**src/rtl/me_best_mv_tracker.sv**
```systemverilog
// Sequential back end of the SAD comparator tree: tracks the minimum-SAD
// candidate over one block search and decodes it into a signed motion vector.
module me_best_mv_tracker #(
  parameter int unsigned BIT_WIDTH   = 14,
  parameter int unsigned INDEX_WIDTH = 4,
  parameter int unsigned ROW_BITS    = 4
) (
  input  logic                   clk,
  input  logic                   rst,
  input  logic                   start,
  input  logic                   in_valid,
  output logic                   in_ready,
  input  logic [INDEX_WIDTH-1:0] in_index,
  input  logic [BIT_WIDTH-1:0]   in_sad,
  output logic                   out_valid,
  input  logic                   out_ready,
  output logic [INDEX_WIDTH-1:0] mv_x,
  output logic [ROW_BITS-1:0]    mv_y,
  output logic [BIT_WIDTH-1:0]   out_sad,
  output logic                   busy
);

  typedef enum logic [1:0] {StIdle, StAccum, StHold} state_e;

  state_e                 state_q;
  logic [ROW_BITS-1:0]    row_q;
  logic                   first_q;
  logic [BIT_WIDTH-1:0]   best_sad_q;
  logic [INDEX_WIDTH-1:0] best_p_q;
  logic [ROW_BITS-1:0]    best_r_q;

  logic                   take;
  logic [BIT_WIDTH-1:0]   best_sad_d;
  logic [INDEX_WIDTH-1:0] best_p_d;
  logic [ROW_BITS-1:0]    best_r_d;

  // Handshake flags depend on state only, never on in_valid/out_ready.
  assign in_ready  = (state_q == StAccum);
  assign out_valid = (state_q == StHold);
  assign busy      = (state_q != StIdle);

  // Candidate best after the current beat; strict less-than keeps earlier rows on ties.
  always_comb begin
    take       = first_q | (in_sad < best_sad_q);
    best_sad_d = take ? in_sad   : best_sad_q;
    best_p_d   = take ? in_index : best_p_q;
    best_r_d   = take ? row_q    : best_r_q;
  end

  // Search FSM, running minimum and HOLD-entry decode.
  always_ff @(posedge clk) begin
    if (rst) begin
      state_q    <= StIdle;
      row_q      <= '0;
      first_q    <= 1'b0;
      best_sad_q <= '0;
      best_p_q   <= '0;
      best_r_q   <= '0;
      mv_x       <= '0;
      mv_y       <= '0;
      out_sad    <= '0;
    end else begin
      unique case (state_q)
        StIdle: begin
          if (start) begin
            state_q <= StAccum;
            row_q   <= '0;
            first_q <= 1'b1;
          end
        end
        StAccum: begin
          if (start) begin
            // Restart: a beat presented in this cycle is dropped.
            row_q   <= '0;
            first_q <= 1'b1;
          end else if (in_valid) begin
            best_sad_q <= best_sad_d;
            best_p_q   <= best_p_d;
            best_r_q   <= best_r_d;
            first_q    <= 1'b0;
            row_q      <= row_q + 1'b1;
            if (&row_q) begin
              state_q <= StHold;
              // Subtracting half the range modulo 2^width is an MSB flip.
              mv_x    <= {~best_p_d[INDEX_WIDTH-1], best_p_d[INDEX_WIDTH-2:0]};
              mv_y    <= {~best_r_d[ROW_BITS-1], best_r_d[ROW_BITS-2:0]};
              out_sad <= best_sad_d;
            end
          end
        end
        StHold: begin
          if (out_ready) begin
            if (start) begin
              state_q <= StAccum;
              row_q   <= '0;
              first_q <= 1'b1;
            end else begin
              state_q <= StIdle;
            end
          end
        end
        default: state_q <= StIdle;
      endcase
    end
  end

endmodule
```
**config.mk**
```make
export PLATFORM = sky130hd
export DESIGN_NAME = me_best_mv_tracker
export DESIGN_NICKNAME = d
export VERILOG_FILES = /design/src/rtl/me_best_mv_tracker.sv
export SDC_FILE = /design/constraint.sdc
export NUM_CORES = 1
export LEC_CHECK = 0
export BUFFER_PORTS_ARGS = -buffer_cell sky130_fd_sc_hd__buf_4
export CORE_MARGIN = 3
export CORE_UTILIZATION = 25
export CTS_BUF_LIST = sky130_fd_sc_hd__clkbuf_16
export DETAILED_ROUTE_END_ITERATION = 7
export GPL_TIMING_DRIVEN = 0
export SYNTH_ARGS = -nofsm -noshare
export SYNTH_HDL_FRONTEND = slang
export SYNTH_SLANG_ARGS = --single-unit
```
**constraint.sdc**
```tcl
create_clock -name clk -period 2.1 [get_ports clk]
set_input_delay 0.21 -clock clk [delete_from_list [all_inputs] [get_ports clk]]
set_output_delay 0.21 -clock clk [all_outputs]
set_load 0.05 [all_outputs]
```
==> summary.txt <==
Yosys
  – Ys flop type: dfxtp_1
  – Synthesized net count: roughly 300
  – Cells after Synth: 265
  – Ys Warns: 0
  – Post-synth EDFFs: 0
  – Yosys cell types: 32
  – Avg Inst Size Synth: 9.06 um^2
  – Ys async rst share: 0%
  – Syn Std Cell Area: 0.00240 mm^2
  – Number of synthesized register bits: 51
  – Sequential share of the synthesized area: 42.5%

Die
  – DIE WIDTH: roughly 100 um
  – Core box area: between 0.009 and 0.01 mm^2
  – Initial Util: approximately a quarter
  – Die area: 0.0108 mm^2
  – Site Rows: 35
  – IO Pins: 48
  – Die H: about 100 um

Finish
  – Commonest cells after routing, fill and taps aside: buf_4 (50), dfxtp_1 (47), nor2_1 (40)
  – Register area: around 0.001 mm^2
  – Fill cell count: 973
  – Share of cells above drive strength 1: 26.2%
  – Final Util: 34.9%
  – Antenna Cells: 0
  – Fin cells: between 400 and 500
  – Area grow syn2layout: 35.0%
  – Most common cell after layout, fill and taps aside: buf_4
  – Finished layout cell area: 0.00324 mm^2
  – Final net count: 361
  – Multi-input gate area: 0.00130 mm^2

Worst setup path
  – Crit path required time: 2310 ps
  – Crit path DAT: 2230 ps
  – Startpoint Class: register
  – Crit-path max FO: 6
  – Crit Path Class: register to register
  – Element type at the critical path end: register

Routing
  – Vias per Instance: 4.70
  – Routed wire per std cell: about 15 um
  – Via count: roughly 2100
  – Number of routed nets with antenna violations: 0
  – Routed WL: 6610 um
  – Initial DRC Count: 104
  – DRT Pass-1 Iters: 4
  – DR DRC count: 0

Hold path
  – Hold WC Path Type: primary input to register

Placement
  – Number of port buffers: 47
  – GPL Wtd Cong: just under 0.8
  – Placed inst area: between 0.002 and 0.003 mm^2
  – Placed insts: 441
  – Pre-CTS setup slack: -14.0 ps
  – Hpwl dp: around 4600 um

Timing
  – Crit path time final: 2020 ps
  – Final Hold Vio Count: 0
  – Worst Skew: 4.22 ps
  – Worst setup margin: about 82 ps
  – Rel. slew slack: between 60% and 70%
  – Final Slew Violations: 0
  – Min Hold Slack: 161 ps
  – Peak Freq: 0.496 GHz
  – Worst-Margin Slew: 584 ps
  – Final setup violation count: 0
  – Final setup TNS: 0 ps
  – Crit share post-route: a little over nine tenths

CTS
  – Clock Root Buffer: clkbuf_16
  – CTS Hold Bufs: 0
  – Clock slew at reported path FFs: ~70 ps
  – Clk buf depth: 2
  – Num CTS Buffers: 5
  – CTS tree: done
  – H-tree depth: 2
  – Sinks on Clock Net: 51
  – Clock Latency Late Sink: ~290 ps

Global routing
  – First-pass GRT wire length: 10400 um
  – Largest net degree at the start of global routing: 17
  – Global Route Usage Sum: 11.9%
  – Initial antenna violation count: 0
  – Vias in the first global route: between 2000 and 2500
  – GR Overflow Total: 0

Power
  – Comb power frac: a little over an eighth
  – Static Leak: 1.43 nW
  – Total Power: 2.23 mW
  – Clk pwr share: 42.0%
  – Design internal power: 1.67 mW
  – Power density over cell area: a little under 700 mW/mm^2
  – Switch share: between 20% and 30%
  – VDD IR-drop max: 0.309 mV
  – Net switching power figure: 0.559 mW
  – Power share of the sequential group: 44.4%

Outcome
  – Run status: finished, final reports clean

Run
  – Maxcap violations: 0
[layer usage]
layer,wire length (um),track usage (%),vias to the layer above
li1,-,-,1069
met1,2930,14.2,988
met2,3150,20.3,64
met3,396,3.29,11
met4,129,4.75,0
met5,0,0,-
[layout make-up]
class | count | area share, %
well taps | 129 | 4.98
plain buffers | 15 | 3.24
clock buffers | 5 | 3.86
multi-input cells | 181 | 40.2
inverters | 18 | 2.08
flip-flops and latches | 51 | 31.6
clock inverters | 3 | 1.31
repair buffers | 52 | 12.7
[worst paths after layout]
kind / slack (ps) / cells after the start / endpoint / startpoint
hold reg to reg: 480 / 2 / mv_x[3] / mv_x[3]
setup reg to reg: 80 / 8 / mv_x[3] / best_sad_q[11]
setup / recovery: 80 / 8 / mv_x[3] / best_sad_q[11]
hold / removal: 160 / 3 / best_p_q[0] / in_index[0]
[critical path, cell delays in order (launching register included)]
cell and delay, ps:
dfxtp_2 340, inv_1 60, ha_4 260, nand2_1 70, nor3_2 230, nand2_2 130
o21ai_4 290, mux2_2 370, o31ai_1 180
[flip-flops by register name, summed over array words and instances (netlist names), named ones only]
signal / cells
best_sad_q: 14
out_sad: 14
mv_x: 4
mv_y: 4
row_q: 4
best_p_q: 3
best_r_q: 3
state_q: 2
first_q: 1
[kinds of logic after synthesis]
logic type               Yosys count  share of synthesized area [%]
AND/OR/NAND/NOR                   77                           14.4
AO/OA/AOI/OAI                     61                           17.4
flip-flops                        51                           42.5
buffers and inverters             33                           6.31
multiplexers                      29                           12.1
adder cells (fa/ha/maj)           14                           7.30
[synth_stat cells (2+ instances only)]
cell / n / area share, %
dfxtp_1: 51 / 43
buf_6: 3 / 1.4
nand2_1: 8 / 1.3
buf_2: 4 / 0.83
nand3b_1: 2 / 0.63
a311oi_1: 11 / 4.0
o21ai_0: 18 / 3.8
inv_1: 18 / 2.8
nand3_1: 3 / 0.63
nor3_1: 14 / 2.9
nor2_1: 40 / 6.3
nand2b_1: 2 / 0.52
a21oi_1: 14 / 2.9
clkbuf_1: 8 / 1.3
ha_1: 14 / 7.3
a211oi_1: 9 / 2.8
mux2i_1: 28 / 12
and3_1: 4 / 1.0
[what timing repair did]
| item | 4_1_cts | 5_1_grt |
|---|---|---|
| pin swaps | 0 | 5 |
| resized for setup | 2 | 24 |
| cloned | 0 | 1 |
| setup buffers | 0 | 4 |
| endpoints found under the setup margin | 26 | 40 |
[power groups by stage]
stage	Sequential, mW	Clock [mW]	Combinational, mW
detailed placement	1.01	0	0.268
global route	0.991	0.992	0.330
global placement	1.01	0	0.265
finish	0.990	0.937	0.303
floorplan	1.01	0	0.170
CTS	0.989	0.956	0.273
Note: power is estimated with default switching activity, not from simulation.
